`config.mk`:
```
export PLATFORM = sky130hd
export DESIGN_NAME = tdm_demux4_311
export DESIGN_NICKNAME = d
export VERILOG_FILES = /design/src/rtl/tdm_demux4_311.sv
export SDC_FILE = /design/constraint.sdc
export NUM_CORES = 1
export LEC_CHECK = 0
export CAP_MARGIN = 25
export CORE_ASPECT_RATIO = 0.75
export CORE_MARGIN = 5
export CORE_UTILIZATION = 50
export DETAILED_ROUTE_END_ITERATION = 10
export GPL_ROUTABILITY_DRIVEN = 0
export GPL_TIMING_DRIVEN = 0
export PLACE_DENSITY = 0.84
export SLEW_MARGIN = 20
export SYNTH_ARGS = -nofsm -noshare
export SYNTH_HDL_FRONTEND = slang
export SYNTH_SLANG_ARGS = --single-unit
```
`constraint.sdc`:
```
create_clock -name clk_311 -period 5.3 [get_ports clk_311]
set_clock_uncertainty 0.15 [all_clocks]
set_input_delay 0.53 -clock clk_311 [delete_from_list [all_inputs] [get_ports clk_311]]
set_output_delay 0.53 -clock clk_311 [all_outputs]
set_load 0.005 [all_outputs]
```
`src/rtl/tdm_demux4_311.sv`:
```
// 4-channel TDM receive demux with HUNT/LOCKED frame sync.
// Steers link words into registered channel outputs and flags framing errors.
//
// Ports:
//   clk_311, rst_n_311      clock, async active-low reset
//   din_311, din_valid_311  link word and its qualifier
//   sof_311                 start-of-frame marker on the channel-0 word
//   y0_311..y3_311          registered channel words
//   y_valid_311             one-hot update pulse, bit k for yk_311
//   sel_311                 slot that the next accepted word will fill
//   locked_311              frame alignment held
//   frame_done_311          pulse when channel 3 is written
//   sync_err_311            pulse on early or missing marker
module tdm_demux4_311 #(
  parameter int DATA_W = 8
) (
  input  logic              clk_311,
  input  logic              rst_n_311,
  input  logic [DATA_W-1:0] din_311,
  input  logic              din_valid_311,
  input  logic              sof_311,
  output logic [DATA_W-1:0] y0_311,
  output logic [DATA_W-1:0] y1_311,
  output logic [DATA_W-1:0] y2_311,
  output logic [DATA_W-1:0] y3_311,
  output logic [3:0]        y_valid_311,
  output logic [1:0]        sel_311,
  output logic              locked_311,
  output logic              frame_done_311,
  output logic              sync_err_311
);

  typedef enum logic {
    HUNT,
    LOCKED
  } state_t;

  state_t                  state_q, state_d;
  logic [1:0]              sel_q, sel_d;
  logic [3:0][DATA_W-1:0]  y_q, y_d;
  logic [3:0]              yv_q, yv_d;
  logic                    fd_q, fd_d;
  logic                    se_q, se_d;

  always_ff @(posedge clk_311 or negedge rst_n_311) begin
    if (!rst_n_311) begin
      state_q <= HUNT;
      sel_q   <= '0;
      y_q     <= '0;
      yv_q    <= '0;
      fd_q    <= 1'b0;
      se_q    <= 1'b0;
    end else begin
      state_q <= state_d;
      sel_q   <= sel_d;
      y_q     <= y_d;
      yv_q    <= yv_d;
      fd_q    <= fd_d;
      se_q    <= se_d;
    end
  end

  always_comb begin
    state_d = state_q;
    sel_d   = sel_q;
    y_d     = y_q;
    yv_d    = '0;
    fd_d    = 1'b0;
    se_d    = 1'b0;
    if (din_valid_311) begin
      unique case (state_q)
        HUNT: begin
          if (sof_311) begin
            y_d[0]  = din_311;
            yv_d    = 4'b0001;
            sel_d   = 2'd1;
            state_d = LOCKED;
          end
        end
        LOCKED: begin
          if (sof_311) begin
            // An early marker realigns: the word becomes channel 0.
            se_d   = (sel_q != 2'd0);
            y_d[0] = din_311;
            yv_d   = 4'b0001;
            sel_d  = 2'd1;
          end else if (sel_q == 2'd0) begin
            // Missing marker: drop the word and re-hunt.
            se_d    = 1'b1;
            state_d = HUNT;
          end else begin
            y_d[sel_q]  = din_311;
            yv_d[sel_q] = 1'b1;
            fd_d        = (sel_q == 2'd3);
            sel_d       = sel_q + 2'd1;
          end
        end
        default: state_d = HUNT;
      endcase
    end
  end

  assign y0_311         = y_q[0];
  assign y1_311         = y_q[1];
  assign y2_311         = y_q[2];
  assign y3_311         = y_q[3];
  assign y_valid_311    = yv_q;
  assign sel_311        = sel_q;
  assign locked_311     = (state_q == LOCKED);
  assign frame_done_311 = fd_q;
  assign sync_err_311   = se_q;

endmodule
```
==> flow_summary_export.csv, run 1 <==
group,metric,value,unit
synthesis,syn_nets,130,
floorplanning,die_h,62.1,um
job,maxCapViolations,0,
synthesis,synth.top_cell.area_share,55.2,%
worst_setup_path,arrival,2.17,ns
clock_network,holdBufCountCts,0,
synthesis,synth_edf_count,0,
pwr,p_seq_share,37.8,%
timing,fmax,0.465,GHz
timing,worstMarginPinSlew,0.473,ns
floorplanning,core,3570,um2
timing,tns,0,ns
synthesis,ys_seq_area_share,55.2,%
floorplanning,start_util,50.8,%
synthesis,synth_area,1810,um2
worst_setup_path,r2r-start,"sel_311[0]",
global_route,grt_usage,15.8,%
clock_network,cts.sinks,40,
detailed_routing,wl,3.51,mm
worst_setup_path,critPathKind,"flip-flop to flip-flop",
synthesis,avgSynthCellArea,16.6,um2
detailed_routing,antenna_left,0,
worst_setup_path,reg2reg_depth,5,
detailed_routing,drt-initial-drc-count,26,
cells_and_area,final_common_cell,"clkdlybuf4s50_1",
clock_network,cts_tree,"yes",
pwr,p_int,0.00100,W
global_route,antenna_found_initial,0,
timing,rsz0062_at_grt,"false",
floorplanning,rows,19,
place,dp_hpwl,2.62,mm
clock_network,cts_resized,0,
floorplanning,dieArea,4940,um2
clock_network,cts_buffers,5,
clock_network,clock_path_buffers,2,
worst_setup_path,slowest_stage,"dfrtp_1",
worst_setup_path,cp.required,5.32,ns
clock_network,clk_latency,0.29,ns
global_route,grt_remaining_overflow,0,
synthesis,ys_types,22,
floorplanning,io_pins,53,
worst_setup_path,path_buf_inv,1,
cells_and_area,antennaDiodeCount,0,
floorplanning,chipWidth,79.5,um
synthesis,syn-instance-count,109,
synthesis,synth_area_leaders,"dfrtp_1, mux2_4, ha_1",
place,portBuffers,51,
clock_network,root_buffer,"clkbuf_8",
cells_and_area,final_cell_mix,"clkdlybuf4s50_1, dfrtp_1, mux2_4, ha_1, mux2_2",
synthesis,synth_warnings,0,
pwr,p_switching,0.000381,W
pwr,clkPwrFrac,17.3,%
global_route,grt_max_degree,23,
worst_hold_path,min_path_type,"input pin to asynchronous set/reset pin",
worst_setup_path,cpPeakStageDelay,0.51,ns
detailed_routing,vias,1044,
worst_setup_path,r2r_end,"y0_311[2]",
synthesis,synth_top_area_cell,"dfrtp_1",
global_route,grt_first_pass_wirelength,6.03,mm
timing,finalCriticalPeriod,2.15,ns
global_route,grt_pass1_vias,1201,
worst_setup_path,r2r_slack,3.15,ns
synthesis,synth-seq-cells,40,
pwr,ir_drop,0.354,mV
timing,finalMaxSlewViolations,0,
worst_setup_path,cp_max_fo,9,
run_status,outcome,"complete, no violations",
pwr,fin_total_pwr,0.00138,W
cells_and_area,syn2layout_area_growth,38.3,%
detailed_routing,drtPass1Iterations,4,
detailed_routing,vias_per_cell,4.95,
synthesis,postSynth.asyncResetShare,100,%
pwr,combPwrFrac,44.9,%
detailed_routing,detail_route.wl_per_cell,16.6,um
clock_network,clk_pin_slew,0.07,ns
cells_and_area,layout.nets,189,
worst_setup_path,path_delay_family,"flip-flops",
timing,slew_headroom,68.5,%
pwr,p_sw_share,27.5,%
synthesis,ys.flop_type,"dfrtp_1",
pwr,p_leak,1.19,nW
clock_network,cts_setup_buffers,0,
clock_network,htree_levels,2,
timing,hold_violations,0,
cells_and_area,final_layout_size_suffix_gt1_share,30.8,%
detailed_routing,drc,0,
worst_setup_path,crit_path_end_kind,"flip-flop",
worst_setup_path,cp_cell_sequence,"inv_1 -> ha_1 -> nand2b_1 -> o21bai_4 -> mux2_2",
pwr,pwr_density_cell,553,nW/um2
timing,fin_crit_sh,40.5,%
timing,setup_viol,0,
worst_setup_path,worstSetupStartpointType,"flip-flop",
## cells by family after synthesis
| family | Yosys count | synth area share [%] |
|---|---|---|
| fa+ha+maj | 9 | 6.22 |
| compound gates | 4 | 2.07 |
| flops | 40 | 55.2 |
| mux | 34 | 26.0 |
| simple gates | 15 | 7.46 |
| buf+inv | 7 | 2.97 |
## state kept, by name, indices dropped and copies added, names as in the netlist
register	cells
frame_done_311	1
locked_311	1
sel_311	2
sync_err_311	1
y0_311	8
y1_311	8
y2_311	8
y3_311	8
y_valid_311	3
## cell usage after synthesis, types with 2 or more instances
library cell	n
dfrtp_1	40
mux2_2	8
nand2_8	3
ha_1	9
inv_1	4
and2_1	3
mux2_4	24
nand2_1	3
and3_2	2
## layer usage
metal  wire length, um  global-route usage [%]
met5                 0                       0
met4                67                    6.44
met3               170                    4.48
met2              1760                    26.7
met1              1510                    18.7
## cell type report
cell class	instances	area, um2
clock buffers	6	72.6
well taps	42	52.6
repair buffers	52	533
fillers	231	1060
inverters	4	15.0
flip-flops and latches	40	1000
multi-input cells	62	757
plain buffers	3	38.8
clock inverters	2	35.0
## stage by stage
stage / cells / cell area [um2] / util, % / hold WS (ns) / setup slack, ns
floorplan: 109 / 1810 / - / 0.0844 / 3.36
global placement: 202 / 2370 / 66.6 / 0.324 / 2.68
detailed placement: 203 / 2400 / 67.2 / 0.327 / 2.92
CTS: 211 / 2500 / 70.2 / 0.0550 / 3.14
global route: 211 / 2500 / 70.2 / 0.0677 / 3.06
finish: 211 / 2500 / 70.2 / 0.0397 / 3.15
## power groups by stage
stage | Clock, W | Combinational [W] | Sequential [W]
2_1_floorplan | 0 | 0.000289 | 0.000528
3_3_place_gp | 0 | 0.000612 | 0.000521
3_5_place_dp | 0 | 0.000631 | 0.000527
4_1_cts | 0.000244 | 0.000633 | 0.000525
5_1_grt | 0.000258 | 0.000666 | 0.000545
6_report | 0.000239 | 0.000622 | 0.000523
## worst max-delay path by stage
stage	start	endpoint	slack [ns]	depth (start not counted)
floorplan	sel_311[0]	y1_311[0]	3.36	8
global placement	rst_n_311	y1_311[1]	2.68	1
detailed placement	sof_311	y1_311[7]	2.92	7
CTS	sel_311[0]	y0_311[2]	3.14	5
global route	sel_311[0]	y1_311[6]	3.06	8
finish	sel_311[0]	y0_311[2]	3.15	5
No activity file was read; power rests on OpenSTA's default activity.
==> run 2: changes to the inputs <==
Settings changed: CORE_UTILIZATION 50 to 47, PLACE_DENSITY 0.84 to 0.79.
Clock period 5.3 ns to 2 ns, I/O delays scaled along.
==> run 2 against run 1 <==
Routed wire length increased by 4.2%. Combinational power rose to 2.8 times the previous value. Non-clock buffer count is 7 higher. Flip-flop and latch count did not move. Worst hold slack improved by 0.14 ns. Critical path type unchanged. Critical endpoint is now y2_311[7].
==> flow_summary_export.csv, run 2 (synthesized netlist as in run 1, its figures left out) <==
group,metric,value,unit
worst_setup_path,slowest_stage,"dfrtp_2",
detailed_routing,drc,0,
cells_and_area,layout.cells.non_filler,228,
clock_network,root_buffer,"clkbuf_8",
clock_network,htree_levels,2,
clock_network,clk_pin_slew,0.08,ns
clock_network,cts.sinks,40,
cells_and_area,syn2layout_area_growth,42.4,%
global_route,antenna_found_initial,0,
clock_network,clk_latency,0.28,ns
worst_setup_path,worstSetupStartpointType,"flip-flop",
detailed_routing,drt-initial-drc-count,49,
job,maxCapViolations,0,
timing,worstMarginPinSlew,0.346,ns
timing,hold_violations,0,
clock_network,cts_buffers,5,
timing,slew_headroom,76.9,%
cells_and_area,final_layout_size_suffix_gt1_share,35.2,%
detailed_routing,antenna_left,0,
place,placed_cells_incl_taps,213,
pwr,fin_total_pwr,0.00378,W
cells_and_area,layout.nets,196,
cells_and_area,final_cell_area,2580,um2
worst_setup_path,arrival,1.95,ns
global_route,grt_remaining_overflow,0,
timing,finalMaxSlewViolations,0,
floorplanning,chipWidth,81.7,um
detailed_routing,detail_route.wl_per_cell,16.0,um
place,portBuffers,51,
floorplanning,dieArea,5210,um2
floorplanning,die_h,63.8,um
detailed_routing,vias_per_cell,4.73,
cells_and_area,final_cell_mix,"clkdlybuf4s50_1, dfrtp_1, mux2_4, ha_1, mux2_2",
place,dp_hpwl,2.66,mm
timing,fin_crit_sh,96.0,%
cells_and_area,final_common_cell,"clkdlybuf4s50_1",
floorplanning,rows,19,
detailed_routing,wl,3.66,mm
timing,setup_viol,0,
worst_setup_path,cp.required,2.03,ns
cells_and_area,final_util,70.0,%
worst_setup_path,crit_top_cell,"ha_1",
detailed_routing,vias,1078,
timing,finalCriticalPeriod,1.92,ns
timing,fmax,0.521,GHz
floorplanning,core,3680,um2
place,placed_cell_area,2400,um2
global_route,grt_pass1_vias,1195,
detailed_routing,drtPass1Iterations,4,
clock_network,clock_path_buffers,2,
global_route,grt_max_degree,28,
global_route,grt_first_pass_wirelength,6.13,mm
run_status,outcome,"complete, no violations",
floorplanning,io_pins,53,
worst_hold_path,min_path_type,"input pin to asynchronous set/reset pin",
pwr,p_leak,1.21,nW
worst_setup_path,crit_path_end_kind,"flip-flop",
global_route,grt_usage,15.7,%
worst_setup_path,cpPeakStageDelay,0.46,ns
worst_setup_path,critPathKind,"flip-flop to flip-flop",
worst_setup_path,cp_max_fo,8,
pwr,ir_drop,0.641,mV
floorplanning,start_util,49.2,%
timing,tns,0,ns
timing,rsz0062_at_grt,"false",
worst_setup_path,cp_cell_sequence,"inv_4 -> ha_1 -> inv_1 -> ha_1 -> and3_4 -> buf_12 -> nand2_8 -> mux2_4",
pwr,pwr_density_cell,1470,nW/um2
cells_and_area,antennaDiodeCount,0,
clock_network,cts_tree,"yes",
-- run 2: changes by cell type in the layout (fill, tap and decap cells not counted), moves of 2 or more --
cell           before  now
dfrtp_1            40   38
dlygate4sd3_1       0    2
buf_4               1    6
inv_1               4    2
dfrtp_2             0    2
-- run 2: routing by layer --
metal / wire (um) / up-vias / part of all wire (%) / global-route usage [%]
li1: - / 503 / - / -
met1: 1670 / 539 / 46 / 20.9
met2: 1770 / 33 / 48 / 24.7
met3: 190 / 3 / 5.2 / 4.07
met4: 26 / 0 / 0.71 / 5.60
met5: 0 / - / 0 / 0
-- run 2: repair_timing --
| action | in CTS | in global routing |
|---|---|---|
| hold buffers | 2 | 0 |
| hold endpoints to repair | 41 | 0 |
| pin swaps | 1 | 0 |
| gates resized for setup | 4 | 1 |
| endpoints found under the setup margin | 32 | 24 |
| buffers inserted | 3 | 2 |
| gates cloned | 0 | 0 |
-- run 2: worst max-delay path, delay by kind of cell (launching register included) --
kind | cells | cell delay, ns
fa+ha+maj | 2 | 0.33
buf+inv | 3 | 0.26
flops | 1 | 0.46
mux | 1 | 0.31
simple gates | 2 | 0.30
-- run 2: area by class of cell --
| class | instances | area [um2] |
|---|---|---|
| buffer | 3 | 38.8 |
| clock buffer | 5 | 68.8 |
| clock inverter | 3 | 46.3 |
| fill | 259 | 1100 |
| inverter | 4 | 17.5 |
| multi-input combinational | 62 | 757 |
| sequential | 40 | 1000 |
| tap | 52 | 65.1 |
| timing repair buffer | 59 | 583 |
-- run 2: metrics by stage --
stage	setup slack, ns	hold slack (ns)
4_1_cts	0.00510	0.193
2_1_floorplan	0.0592	-0.246
5_1_grt	0.0169	0.209
6_report	0.0799	0.178
3_5_place_dp	-0.131	-0.0248
3_3_place_gp	-0.264	0.286
-- run 2: where the power goes --
part,internal [W],leakage [nW],switching [W]
registers,0.00116,0.491,0.000220
clock network,0.000376,0.0548,0.000300
logic,0.00118,0.669,0.000546
total,0.00271,1.21,0.00107
-- run 2: path summary, 6_finish.rpt --
kind | cells after the start | startpoint | slack (ns) | endpoint
worst max-delay path | 8 | sel_311[1] | 0.08 | y2_311[7]
worst min-delay path | 2 | rst_n_311 | 0.18 | y_valid_311[0]
worst max register to register | 8 | sel_311[1] | 0.08 | y2_311[7]
worst min register to register | 1 | y0_311[3] | 0.35 | y0_311[3]
max in group asynchronous | 3 | rst_n_311 | 1.07 | y0_311[7]
min in group clk_311 | 1 | y0_311[3] | 0.35 | y0_311[3]
